===== src/rtl/branch_resolve_ctrl.sv =====
// branch_resolve_ctrl: matches IF predictions against EX outcomes,
// sequences flush/redirect on mispredict, buffers predictor updates.
module branch_resolve_ctrl #(
  parameter int DEPTH        = 4,
  parameter int FLUSH_CYCLES = 2,
  parameter int UPD_DEPTH    = 2
) (
  input  logic        clk,
  input  logic        rst,
  input  logic        pred_valid_IF,
  input  logic        pred_taken_IF,
  input  logic [31:0] pred_target_IF,
  input  logic        res_valid_EX,
  input  logic        res_is_branch_EX,
  input  logic        res_taken_EX,
  input  logic [31:0] res_pc_EX,
  input  logic [31:0] res_target_EX,
  input  logic        upd_ready,
  output logic        upd_valid,
  output logic [31:0] upd_pc,
  output logic [31:0] upd_target,
  output logic        upd_taken,
  output logic        upd_mispredict,
  output logic        flush,
  output logic        redirect_valid,
  output logic [31:0] redirect_pc,
  output logic        stall_IF,
  output logic        stall_EX,
  output logic [31:0] branch_count,
  output logic [31:0] mispredict_count,
  output logic        err_underflow
);

  localparam int AW  = $clog2(DEPTH);
  localparam int CW  = AW + 1;
  localparam int UW  = (UPD_DEPTH > 1) ? $clog2(UPD_DEPTH) : 1;
  localparam int UCW = UW + 1;
  localparam int FW  = (FLUSH_CYCLES > 1) ? $clog2(FLUSH_CYCLES) : 1;

  typedef enum logic {IDLE, FLUSH} state_t;

  state_t        state;
  logic [FW-1:0] flush_cnt;

  logic          pq_taken  [DEPTH];
  logic [31:0]   pq_target [DEPTH];
  logic [AW-1:0] pq_rd;
  logic [AW-1:0] pq_wr;
  logic [CW-1:0] pq_cnt;

  logic [31:0]    uq_pc     [UPD_DEPTH];
  logic           uq_taken  [UPD_DEPTH];
  logic [31:0]    uq_target [UPD_DEPTH];
  logic           uq_mis    [UPD_DEPTH];
  logic [UW-1:0]  uq_rd;
  logic [UW-1:0]  uq_wr;
  logic [UCW-1:0] uq_cnt;

  logic        accept;
  logic        pq_empty;
  logic        head_taken;
  logic [31:0] head_target;
  logic        mispredict;
  logic [31:0] fix_pc;
  logic        push;
  logic        pop;
  logic        enq;
  logic        deq;

  function automatic logic [UW-1:0] uq_next(input logic [UW-1:0] p);
    return (p == UW'(UPD_DEPTH - 1)) ? '0 : p + 1'b1;
  endfunction

  // Stalls depend only on registered occupancy and FSM state
  assign stall_IF = (pq_cnt == CW'(DEPTH)) || (state == FLUSH);
  assign stall_EX = (uq_cnt == UCW'(UPD_DEPTH));

  assign accept   = res_valid_EX && !stall_EX && (state == IDLE);
  assign pq_empty = (pq_cnt == '0);

  // An empty queue means the fetch stream was never predicted: treat as not-taken
  assign head_taken  = !pq_empty && pq_taken[pq_rd];
  assign head_target = pq_target[pq_rd];

  assign mispredict = accept &&
                      ((head_taken != res_taken_EX) ||
                       (head_taken && res_taken_EX &&
                        (head_target != res_target_EX)));

  assign fix_pc = res_taken_EX ? res_target_EX : res_pc_EX + 32'd4;

  assign push = pred_valid_IF && !stall_IF;
  assign pop  = accept && !pq_empty;
  assign enq  = accept && res_is_branch_EX;
  assign deq  = upd_valid && upd_ready;

  assign upd_valid      = (uq_cnt != '0);
  assign upd_pc         = uq_pc[uq_rd];
  assign upd_target     = uq_target[uq_rd];
  assign upd_taken      = uq_taken[uq_rd];
  assign upd_mispredict = uq_mis[uq_rd];

  // Prediction queue: wiped on mispredict, same-cycle push is wrong-path
  always_ff @(posedge clk or posedge rst) begin
    if (rst) begin
      pq_rd  <= '0;
      pq_wr  <= '0;
      pq_cnt <= '0;
      for (int i = 0; i < DEPTH; i++) begin
        pq_taken[i]  <= 1'b0;
        pq_target[i] <= '0;
      end
    end else if (mispredict) begin
      pq_rd  <= '0;
      pq_wr  <= '0;
      pq_cnt <= '0;
    end else begin
      if (push) begin
        pq_taken[pq_wr]  <= pred_taken_IF;
        pq_target[pq_wr] <= pred_target_IF;
        pq_wr            <= pq_wr + 1'b1;
      end
      if (pop) begin
        pq_rd <= pq_rd + 1'b1;
      end
      pq_cnt <= pq_cnt + CW'(push) - CW'(pop);
    end
  end

  // Update buffer: resolved branches survive flushes
  always_ff @(posedge clk or posedge rst) begin
    if (rst) begin
      uq_rd  <= '0;
      uq_wr  <= '0;
      uq_cnt <= '0;
      for (int i = 0; i < UPD_DEPTH; i++) begin
        uq_pc[i]     <= '0;
        uq_taken[i]  <= 1'b0;
        uq_target[i] <= '0;
        uq_mis[i]    <= 1'b0;
      end
    end else begin
      if (enq) begin
        uq_pc[uq_wr]     <= res_pc_EX;
        uq_taken[uq_wr]  <= res_taken_EX;
        uq_target[uq_wr] <= res_target_EX;
        uq_mis[uq_wr]    <= mispredict;
        uq_wr            <= uq_next(uq_wr);
      end
      if (deq) begin
        uq_rd <= uq_next(uq_rd);
      end
      uq_cnt <= uq_cnt + UCW'(enq) - UCW'(deq);
    end
  end

  // Flush sequencer with registered flush/redirect outputs
  always_ff @(posedge clk or posedge rst) begin
    if (rst) begin
      state          <= IDLE;
      flush_cnt      <= '0;
      flush          <= 1'b0;
      redirect_valid <= 1'b0;
      redirect_pc    <= '0;
    end else begin
      redirect_valid <= 1'b0;
      unique case (state)
        IDLE: begin
          if (mispredict) begin
            state          <= FLUSH;
            flush_cnt      <= FW'(FLUSH_CYCLES - 1);
            flush          <= 1'b1;
            redirect_valid <= 1'b1;
            redirect_pc    <= fix_pc;
          end
        end
        FLUSH: begin
          if (flush_cnt == '0) begin
            state <= IDLE;
            flush <= 1'b0;
          end else begin
            flush_cnt <= flush_cnt - 1'b1;
          end
        end
        default: begin
          state <= IDLE;
          flush <= 1'b0;
        end
      endcase
    end
  end

  // Statistics and sticky underflow flag
  always_ff @(posedge clk or posedge rst) begin
    if (rst) begin
      branch_count     <= '0;
      mispredict_count <= '0;
      err_underflow    <= 1'b0;
    end else begin
      if (enq) begin
        branch_count <= branch_count + 32'd1;
      end
      if (mispredict) begin
        mispredict_count <= mispredict_count + 32'd1;
      end
      if (accept && pq_empty) begin
        err_underflow <= 1'b1;
      end
    end
  end

endmodule


===== config.mk =====
export PLATFORM = sky130hd
export DESIGN_NAME = branch_resolve_ctrl
export DESIGN_NICKNAME = d
export VERILOG_FILES = /design/src/rtl/branch_resolve_ctrl.sv
export SDC_FILE = /design/constraint.sdc
export NUM_CORES = 1
export LEC_CHECK = 0
export CAP_MARGIN = 10
export CORE_MARGIN = 2
export CORE_UTILIZATION = 58
export DETAILED_ROUTE_END_ITERATION = 8
export PLACE_DENSITY = 0.94
export SETUP_SLACK_MARGIN = 0.15
export SLEW_MARGIN = 20
export SYNTH_ARGS = -nofsm -noshare
export SYNTH_HDL_FRONTEND = slang
export SYNTH_SLANG_ARGS = --single-unit
export TNS_END_PERCENT = 5

===== constraint.sdc =====
create_clock -name clk -period 23.3 [get_ports clk]
set_input_delay 6.99 -clock clk [delete_from_list [all_inputs] [get_ports clk]]
set_output_delay 6.99 -clock clk [all_outputs]
set_load 0.005 [all_outputs]

* Word-level counts from Yosys, hierarchy flattened *
Index checks and enable logic that the tools add are counted.

cells by class
  $add $sub $neg = 12
  multiply operators = 0
  divide/modulo/power cells = 0
  order comparisons = 6
  equal/unequal tests = 6
  shift-type cells = 0
  muxes and demuxes = 49
  bitwise logic cells = 6
  reduce and logical (&&, ||, !) cells = 25

operators with widths
  operator                                                  number
  two-way mux 32 bit                                        11
  bitwise mux 128 bit                                       1
  bitwise mux 64 bit                                        2
  adder 32 x 1 -> 32 bit, second input constant             2
  binary-select mux 32 bit (select 2 bit)                   1
  demux 32 bit (select 2 bit)                               1
  adder 32 x 3 -> 32 bit, second input constant             1
  demux 32 bit (select 1 bit)                               1
  != test 32 bit                                            1
  two-way mux 1 bit                                         18
  logical AND 1 bit                                         13
  two-way mux 2 bit                                         4
  greater-or-equal comparator 3 bit, second input constant  2
  NOT 2 -> 3 bit                                            2
  one-hot mux 1 bit (2 select lines)                        3
  AND reduction 2 bit                                       3
  nonzero test 2 bit                                        3
  adder 2 x 1 -> 2 bit, second input constant               2
  bitwise mux 2 bit                                         2
  bitwise mux 4 bit                                         1
  greater-or-equal comparator 2 bit, second input constant  2
  != test 2 bit, second input constant                      2
  NOT 1 -> 2 bit                                            2
  adder 3 x 1 -> 3 bit                                      1
  18 further kinds                                          23

storage, ports and cells
  register bits = 376
  bits in latches = 0
  bits in writable memories = 0
  bits in read-only memories = 0
  input bits = 104
  output and inout port bits = 168
  word-level logic and storage cells = 134
  memories = 0

* Logic depth before layout (Yosys ltp) *
Gate-level depths: netlist (run 1).

  depth in word-level cells = 11
  mapped depth = 13
  gate-level depth less buffers = 12

* Worst setup path before layout (run 1) *
No wires, ideal clock.

  path type = input -> register
  from = input port res_target_EX[12]
  to = register pq_taken[1] in the netlist's numbering
  setup time = 0.127 ns
  arrival = 8.736 ns
  required time = 23.173 ns
  path slack = 14.436 ns
  stages = 8
  buffers on the path = 2
  cell sequence = xor2_1 nor4_1 nand4_1 o31ai_4 and3_1 buf_4 buf_6 mux2_1

on the way
  word-level cells in the longest chain between the ends = 6

RTL lines
  item                            line  RTL
  start: declaration              17    input logic [31:0] res_target_EX,
  != test 32 bit                  88    (head_target != res_target_EX)));
  logical AND 1 bit               87    (head_taken && res_taken_EX &&
  logical OR 1 bit                86    ((head_taken != res_taken_EX) ||
  logical AND 1 bit               85    assign mispredict = accept &&
  NOT 1 bit (no line)             --
  AND reduction 2 bit (no line)   --
  end signal: indexed assignment  119   pq_taken[pq_wr] <= pred_taken_IF;
  end: declaration                45    logic pq_taken [DEPTH];

No other way between the ends.
A chain may end at the register's enable or synchronous reset.

* Worst setup path after layout (run 1) *
  from = input port res_target_EX[20]
  to = register pq_target[93] in the netlist's numbering

on the way
  word-level cells in the longest chain between the ends = 6

RTL lines
  item                            line  RTL
  != test 32 bit                  88
  logical AND 1 bit               87
  logical OR 1 bit                86
  logical AND 1 bit               85
  NOT 1 bit (no line)             --
  AND reduction 2 bit (no line)   --
  end signal: indexed assignment  120   pq_target[pq_wr] <= pred_target_IF;
  end: declaration                46    logic [31:0] pq_target [DEPTH];

No other way between the ends.

==> qor.csv, run 1 <==
stage;metric;value;unit
status;outcome;finished, final reports clean;
power_and_ir_drop;vdd_ir_drop_max;78.0;uV
power_and_ir_drop;p_per_area;131;nW/um^2
route;drtIter0Drc;912;
power_and_ir_drop;swShare;31.6;%
synth;syn_avg_cell_area;13.3;sq um
worst_setup_path;start_kind;primary input;
route;vias_per_cell;5.87;
synth;synthCells;1302;
cts;cts_htree_levels;2;
hold_path;hp-class;flop to flop;
floorplan;core_area;29600;sq um
floorplan;start_util;58.7;%
cts;cts_inserted_buffers;39;
cts;cts.repair.resized;0;
cts;cts_sinks;376;
sta;min_period;9.73;ns
synth;yosysSeqAreaShare;54.2;%
sta;relSlewSlack;30.6;%
floorplan;die_h;177;um
worst_setup_path;end_kind;flop;
route;ant_nets;0;
synth;synth_area;17300;sq um
grt;grt_overflow;0;
worst_setup_path;cp.required;23.69;ns
route;drt_pass1_iterations;5;
power_and_ir_drop;leakagePower;9.16;nW
final_layout;fin_nets;1674;
sta;slew_viol_final;0;
cts;cts_buffer_depth;3;
sta;finClkSkew;0.0229;ns
grt;grt_pass1_vias;12200;
grt;grt_max_degree;162;
floorplan;die_w;177;um
worst_setup_path;critPathKind;primary input to flop;
synth;syn_nets;1419;
sta;hold_violations;0;
sta;setup_viol;0;
power_and_ir_drop;switchingPower;0.888;mW
place;place_congestion;0.866;
grt;antenna_found_initial;7;
route;dr_total_vias;11600;
cts;clk_pin_slew;0.06;ns
sta;tns;0;ns
floorplan;rows;63;
cts;clk_latency;0.53;ns
sta;fin_crit_sh;41.8;%
place;io_buffers;271;
cts;post_cts_buffers;0;
sta;hold_slack;0.464;ns
floorplan;ios;272;
route;drt-total-wl;43.8;mm
worst_setup_path;critPathArrivalTime;10.13;ns
grt;grt.total_usage;28.4;%
sta;worst_pin_slew;1.04;ns
run;max_cap_viol_count;0;
sta;max_clock_freq;103;MHz
synth;ys_ff_latch;376;
cts;postCtsHoldBufs;0;
power_and_ir_drop;combPwrFrac;39.7;%
sta;rsz0062_at_grt;false;
cts;cts_tree;yes;
power_and_ir_drop;clkPwrFrac;21.2;%
synth;synth_warnings;0;
power_and_ir_drop;pwr-share-seq;39.1;%
synth;ys_async_sr_fraction;100;%
synth;synth.distinct_cells;36;
power_and_ir_drop;p_int;1.92;mW
place;place_hpwl;30.1;mm
final_layout;final_layout_size_suffix_gt1_share;20.1;%
worst_setup_path;worst-path-max-fanout;33;
grt;grt_pass1_wl;68.3;mm
final_layout;syn_to_final_growth;24.0;%
cts;cts_root_buf;clkbuf_16;
floorplan;dieArea;31300;sq um
route;wl_per_cell;22.1;um
synth;synth_edf_count;0;
synth;ys.flop_type;dfrtp_1;
route;drc_errors;0;
-- power by group through the flow --
| stage | Combinational (mW) | Sequential [mW] | Clock (mW) |
|---|---|---|---|
| floorplan | 0.672 | 1.04 | 0 |
| global placement | 1.07 | 1.07 | 0 |
| detailed placement | 1.11 | 1.10 | 0 |
| CTS | 1.12 | 1.10 | 0.602 |
| global route | 1.19 | 1.13 | 0.632 |
| finish | 1.12 | 1.10 | 0.595 |
-- cells in the mapped netlist, drive strengths merged (3+ instances only) --
cell	instances	area share (%)
mux2	333	22
and2	8	0.29
xnor2	58	2.9
o21ai	40	1.2
xor2	69	3.5
nor3	17	0.49
nand4	26	0.94
dfrtp	376	54
inv	18	0.39
nor4	14	0.50
mux2i	8	0.46
and3	15	0.54
clkbuf	30	0.65
buf	38	1.5
or3	5	0.18
nor2b	3	0.11
ha	12	0.87
mux4	33	4.3
nor2	40	0.87
nand3	36	1.0
a21oi	24	0.69
nand2	81	1.8
and4	8	0.40
-- cells by family after synthesis --
logic type	after synthesis	share of synthesized area, %
DFF	376	54.2
muxes	374	26.4
and+or+nand+nor	258	7.31
xor gates and xnor gates	127	6.41
buffers and inverters	86	2.58
AOI/OAI and AO/OA	68	2.10
adders and majority gates	13	0.981
-- area by class of cell --
class / count / area, sq um
inverter: 18 / 75.1
antenna: 6 / 15.0
tap: 390 / 488
timing repair buffer: 282 / 2810
sequential: 376 / 9410
clock inverter: 11 / 113
multi-input combinational: 840 / 7500
clock buffer: 56 / 1090
fill: 1898 / 8060
-- cells in the final DEF (no fill, tap or decap), drive strengths merged, types with 12 or more instances in the layout --
cell type        n
nand3           36
and3            15
nand2           81
mux4            33
xnor2           58
nor3            17
ha              12
nor4            14
o21ai           40
clkbuf          56
mux2           333
inv             19
nor2            40
nand4           26
dfrtp          376
buf             12
clkdlybuf4s50  270
a21oi           24
xor2            69
-- layer usage --
layer	vias up	track usage [%]	routed length (um)
met5	-	0	27
met4	4	11.7	1640
met3	105	6.01	2780
met2	395	45.8	21400
met1	5972	37.7	17900
li1	5131	-	-
-- stage by stage --
step	util [%]	worst slack (ns)	cells	power [mW]	area [sq um]
after CTS	72.7	13.54	1973	2.82	21500
after global placement	68.6	13.05	1906	2.14	20300
final	72.7	13.57	1979	2.81	21500
after floorplan	-	5.87	1302	1.72	17300
after global routing	72.7	13.43	1977	2.95	21500
after detailed placement	68.6	13.01	1906	2.21	20300
-- worst max-delay path: stages --
cell	delay (ns)
clkdlybuf4s50_1	0.51
xor2_1	0.22
nor4_1	0.42
nand4_1	0.24
o31ai_4	0.27
buf_4	0.37
and3_1	0.23
buf_4	0.44
mux2_2	0.40
-- sequential cells by signal (all words and copies together), names as in the netlist, 2 cells and up --
signal,flops
uq_target,64
uq_taken,2
branch_count,32
pq_taken,4
mispredict_count,32
pq_rd,2
pq_cnt,3
uq_pc,64
redirect_pc,32
uq_mis,2
pq_wr,2
pq_target,128
uq_cnt,2
-- worst paths after layout --
path	endpoint	depth (start not counted)	startpoint	slack (ns)
worst max-delay path	pq_target[93]$_DFFE_PP0P_	9	res_target_EX[20]	13.57
worst min-delay path	err_underflow$_DFFE_PP0P_	1	err_underflow$_DFFE_PP0P_	0.46
worst max register to register	pq_target[93]$_DFFE_PP0P_	10	pq_rd[0]$_DFFE_PP0P_	19.03
worst min register to register	err_underflow$_DFFE_PP0P_	1	err_underflow$_DFFE_PP0P_	0.46
max in group asynchronous	uq_rd$_DFFE_PP0P_	3	rst	14.86
min in group asynchronous	pq_target[34]$_DFFE_PP0P_	2	rst	7.01
Power figures use the tool's default switching activity.
==> inputs of run 2 (changes only) <==
CORE_UTILIZATION = 49   (was 58)
PLACE_DENSITY = 0.86   (was 0.94)
clock period = 8.22 ns   (was 23.3 ns; I/O delays follow)
==> run 2 against run 1 <==
Compared with the run above:
- first-iteration DRC count down 32%
- non-clock buffer count up 1
- critical path depth down 1
- sequential share of layout area down 0.39 points
- register-to-register slack worse by 15 ns
- worst setup slack worse by 11 ns
- critical path type unchanged
- critical endpoint is now mispredict_count[1]$_DFFE_PP0P_
- highest routed layer unchanged
==> qor.csv, run 2 (synthesis results as in run 1) <==
stage;metric;value;unit
worst_setup_path;cpPeakStageDelay;0.59;ns
route;drc_errors;0;
final_layout;layout_common_cells;dfrtp_1 (373), clkdlybuf4s50_1 (270), mux2_2 (208);
sta;rsz0062_at_grt;false;
route;wl_per_cell;21.5;um
final_layout;layout.cells.non_filler;2048;
worst_setup_path;critPathKind;primary input to flop;
floorplan;ios;272;
run;max_cap_viol_count;0;
worst_setup_path;end_kind;flop;
final_layout;utilization;62.5;%
final_layout;multi_input_area;7500;sq um
final_layout;regArea;9420;sq um
worst_setup_path;worst-path-max-fanout;68;
cts;clk_latency;0.53;ns
cts;cts_root_buf;clkbuf_16;
place;place_congestion;0.910;
grt;antenna_found_initial;7;
floorplan;dieArea;36900;sq um
sta;max_clock_freq;183;MHz
cts;cts.repair.resized;0;
sta;slew_viol_final;0;
final_layout;fin_nets;1676;
status;outcome;finished, final reports clean;
hold_path;hp-class;flop to flop;
floorplan;start_util;50.0;%
cts;cts_htree_levels;2;
floorplan;core_area;34700;sq um
final_layout;final_layout_size_suffix_gt1_share;20.4;%
grt;grt_pass1_vias;12000;
power_and_ir_drop;leakagePower;9.20;nW
final_layout;top_regs;pq_target x128, uq_pc x64, uq_target x64;
power_and_ir_drop;p_per_area;371;nW/um^2
place;dp.cells;1972;
grt;grt_overflow;0;
worst_setup_path;start_kind;primary input;
floorplan;die_w;192;um
worst_setup_path;crit_family;buffers and inverters;
power_and_ir_drop;vdd_ir_drop_max;205;uV
grt;grt.total_usage;24.0;%
cts;postCtsHoldBufs;0;
final_layout;n_fill_cell;2625;
sta;relSlewSlack;28.6;%
sta;setup_viol;0;
cts;post_cts_buffers;0;
sta;hold_violations;0;
sta;min_period;5.47;ns
cts;cts_tree;yes;
worst_setup_path;crit_path_cell_trace;clkdlybuf4s50_1 > xor2_1 > nor4_1 > nand4_1 > o31ai_4 > buf_4 > inv_2 > mux2_1;
route;vias_per_cell;5.59;
cts;cts_sinks;376;
route;drt_pass1_iterations;5;
grt;grt_max_degree;135;
place;io_buffers;271;
final_layout;mostFrequentLayoutCell;dfrtp_1;
sta;worst_pin_slew;1.07;ns
route;drt-total-wl;44.1;mm
final_layout;syn_to_final_growth;25.1;%
route;drtIter0Drc;619;
cts;clk_pin_slew;0.06;ns
place;pre_cts_ws;2.31;ns
route;ant_nets;0;
place;place_hpwl;30.5;mm
floorplan;die_h;192;um
sta;setup_slack;2.75;ns
final_layout;regMostFlops;pq_target;
route;dr_total_vias;11400;
sta;finClkSkew;0.0110;ns
sta;fin_crit_sh;66.5;%
worst_setup_path;critPathArrivalTime;5.87;ns
worst_setup_path;crit_buf_inv;3;
floorplan;rows;68;
sta;tns;0;ns
worst_setup_path;cp.required;8.63;ns
cts;cts_inserted_buffers;40;
final_layout;largest_register_ffs;128;
cts;cts_buffer_depth;3;
worst_setup_path;worst_path_max_delay_cell;buf_4;
grt;grt_pass1_wl;67.9;mm
run 2: metal layers:
metal  part of all wire, %  GRT usage, %  vias up
met5                 0.054             0        -
met2                    47          37.6      315
met1                    43          32.1     5870
met3                   5.2          4.15      128
li1                      -             -     5127
met4                   5.5          12.4        4
run 2: area by class of cell:
class,instances,share of cell area (%)
Antenna cell,6,0.0692
Clock buffer,60,5.42
Clock inverter,10,0.651
Inverter,18,0.329
Multi-Input combinational cell,840,34.6
Sequential cell,376,43.4
Tap cell,455,2.62
Timing Repair Buffer,283,12.9
run 2: path summary, 6_finish.rpt:
check                      depth (start not counted)  slack, ns                               to                  start
setup / recovery                                   8       2.75  mispredict_count[1]$_DFFE_PP0P_       res_target_EX[5]
hold / removal                                     2       0.47            uq_pc[45]$_DFFE_PP0P_  uq_pc[45]$_DFFE_PP0P_
setup reg to reg                                   9       3.66  mispredict_count[1]$_DFFE_PP0P_   pq_rd[0]$_DFFE_PP0P_
hold reg to reg                                    2       0.47            uq_pc[45]$_DFFE_PP0P_  uq_pc[45]$_DFFE_PP0P_
max in group asynchronous                          4       4.18         pq_target[3]$_DFFE_PP0P_                    rst
min in group asynchronous                          2       2.41      branch_count[0]$_DFFE_PP0P_                    rst
run 2: power by group:
part	total [mW]	internal, mW	switching, mW
combinational	3.08	1.82	1.26
sequential	3.17	2.65	0.520
clock	1.81	1.09	0.722
total	8.05	5.55	2.50
run 2: per-stage QoR:
step / total power, mW / cell area (sq um) / hold slack (ns)
3_5_place_dp: 6.27 / 20400 / 0.460
5_1_grt: 8.48 / 21700 / 0.491
6_report: 8.05 / 21700 / 0.475
3_3_place_gp: 6.11 / 20400 / 0.449
4_1_cts: 8.11 / 21700 / 0.479
2_1_floorplan: 4.86 / 17300 / 0.444
run 2: worst reg2reg max path, stage by stage, from the launching register on:
cell	delay, ns
dfrtp_2	0.34
buf_4	0.55
mux4_2	0.66
xor2_1	0.21
nor4_1	0.54
nand4_1	0.29
o31ai_4	0.36
buf_4	0.59
inv_2	0.47
mux2_1	0.43
==> inputs of run 3 (changes only) <==
CORE_UTILIZATION = 54   (was 49)
PLACE_DENSITY = 0.89   (was 0.86)
clock period = 5.4 ns   (was 8.22 ns; I/O delays follow)
==> run 3 against run 2 <==
Compared with the run above:
- cell count shrank 2.5%
- clock-buffer cell count is 7 lower
- flip-flop and latch count is the same
- critical path depth decreased by 5
- register-to-register slack lost 2.1 ns
- first-iteration DRC count up 15%
- utilization up 6.2 points
- clock skew increased by 0.015 ns
- combinational power up 55%
- hold slack worse by 0.020 ns
- sequential share of layout area hardly changed
- worst setup slack worse by 1.7 ns
- critical endpoint is now upd_target[28]
- largest cell class unchanged
==> qor.csv, run 3 (synthesis results as in run 1) <==
stage;metric;value;unit
route;drt-total-wl;44.0;mm
sta;slew_viol_final;0;
final_layout;top_regs;pq_target x128, uq_pc x64, uq_target x64;
hold_path;hp-class;flop to flop;
final_layout;finalInstanceArea;21700;sq um
final_layout;layout.cells.non_filler;1997;
power_and_ir_drop;leakagePower;9.22;nW
final_layout;syn_to_final_growth;25.0;%
route;wl_per_cell;22.0;um
route;drc_errors;0;
run;max_cap_viol_count;0;
sta;hold_slack;0.454;ns
cts;clk_pin_slew;0.06;ns
worst_setup_path;worst-path-max-fanout;29;
floorplan;start_util;55.0;%
sta;setup_slack;1.01;ns
grt;grt.total_usage;26.3;%
cts;cts_htree_levels;2;
worst_setup_path;crit_path_cell_trace;buf_4 > mux2_2 > clkdlybuf4s50_1;
power_and_ir_drop;pwr-share-seq;39.2;%
cts;cts_sinks;376;
grt;grt_pass1_wl;68.7;mm
power_and_ir_drop;vdd_ir_drop_max;295;uV
grt;grt_max_degree;70;
final_layout;largest_register_ffs;128;
floorplan;die_h;183;um
route;vias_per_cell;5.76;
sta;relSlewSlack;29.9;%
floorplan;core_area;31600;sq um
grt;grt_overflow;0;
cts;clk_latency;0.54;ns
power_and_ir_drop;p_per_area;563;nW/um^2
sta;setup_viol;0;
sta;fin_crit_sh;81.2;%
power_and_ir_drop;clkPwrFrac;21.8;%
final_layout;mostFrequentLayoutCell;dfrtp_1;
route;ant_nets;0;
place;pre_cts_ws;0.794;ns
cts;cts_root_buf;clkbuf_16;
power_and_ir_drop;swShare;31.5;%
place;dp.cells;1924;
final_layout;layout_common_cells;dfrtp_1 (373), clkdlybuf4s50_1 (270), mux2_2 (208);
worst_setup_path;critPathArrivalTime;2.77;ns
worst_setup_path;end_kind;output pin;
final_layout;regMostFlops;pq_target;
cts;post_cts_buffers;0;
worst_setup_path;crit_family;buffers and inverters;
cts;cts_tree;yes;
final_layout;utilization;68.7;%
worst_setup_path;critPathKind;flop to output pin;
worst_setup_path;start_kind;flop;
grt;antenna_found_initial;5;
final_layout;fin_nets;1681;
sta;tns;0;ns
floorplan;dieArea;33600;sq um
power_and_ir_drop;finalPower;12.2;mW
floorplan;die_w;183;um
place;place_hpwl;30.2;mm
worst_setup_path;cp.required;3.78;ns
power_and_ir_drop;combPwrFrac;39.0;%
route;dr_total_vias;11500;
cts;cts_buffer_depth;3;
route;drtIter0Drc;711;
power_and_ir_drop;p_int;8.36;mW
place;place_congestion;0.852;
place;placed_area;20400;sq um
worst_setup_path;cpPeakStageDelay;0.85;ns
floorplan;rows;65;
cts;cts_inserted_buffers;40;
sta;worst_pin_slew;1.05;ns
status;outcome;finished, final reports clean;
place;io_buffers;271;
sta;min_period;4.39;ns
cts;postCtsHoldBufs;0;
power_and_ir_drop;switchingPower;3.85;mW
sta;hold_violations;0;
sta;rsz0062_at_grt;false;
worst_setup_path;crit_buf_inv;2;
grt;grt_pass1_vias;12200;
final_layout;final_layout_size_suffix_gt1_share;20.8;%
sta;finClkSkew;0.0259;ns
route;drt_pass1_iterations;5;
cts;cts.repair.resized;0;
sta;max_clock_freq;228;MHz
floorplan;ios;272;
worst_setup_path;worst_path_max_delay_cell;dfrtp_2;
## run 3: power groups by stage
stage          logic (mW)  registers (mW)  clock network [mW]
2_1_floorplan        2.90            4.50                   0
3_3_place_gp         4.58            4.69                   0
3_5_place_dp         4.73            4.80                   0
4_1_cts              4.79            4.78                2.70
5_1_grt              5.09            4.93                2.82
6_report             4.76            4.79                2.66
## run 3: area by class of cell
cell class / count / area, sq um
Fill cell: 2126 / 9880
Clock inverter: 15 / 165
Sequential cell: 376 / 9410
Timing Repair Buffer: 288 / 2900
Multi-Input combinational cell: 840 / 7500
Antenna cell: 5 / 12.5
Tap cell: 402 / 503
Clock buffer: 53 / 1110
Inverter: 18 / 71.3
## run 3: layer usage
layer	part of all wire (%)	track usage [%]	vias up
met4	3.7	10.6	0
li1	-	-	5137
met1	42	35.3	5918
met2	48	43.0	354
met5	0	0	-
met3	5.7	4.59	95
## run 3: worst reg2reg max path: stages, from the launching register on
cell	delay, ns
dfrtp_2	0.93
mux4_2	0.49
xor2_1	0.21
nor4_1	0.40
nand4_1	0.25
o31ai_4	0.32
and3_1	0.22
buf_4	0.44
mux2_2	0.41
## run 3: worst paths after layout
kind                                      startpoint                        end  slack (ns)  cells past startpoint
max                                uq_rd$_DFFE_PP0P_             upd_target[28]        1.01                      3
min                        err_underflow$_DFFE_PP0P_  err_underflow$_DFFE_PP0P_        0.45                      1
max reg2reg                     pq_rd[1]$_DFFE_PP0P_  pq_target[62]$_DFFE_PP0P_        1.60                      8
min reg2reg                err_underflow$_DFFE_PP0P_  err_underflow$_DFFE_PP0P_        0.45                      1
max in group asynchronous                        rst       pq_rd[1]$_DFFE_PP0P_        2.81                      3
min in group asynchronous                        rst      uq_pc[28]$_DFFE_PP0P_        1.65                      2
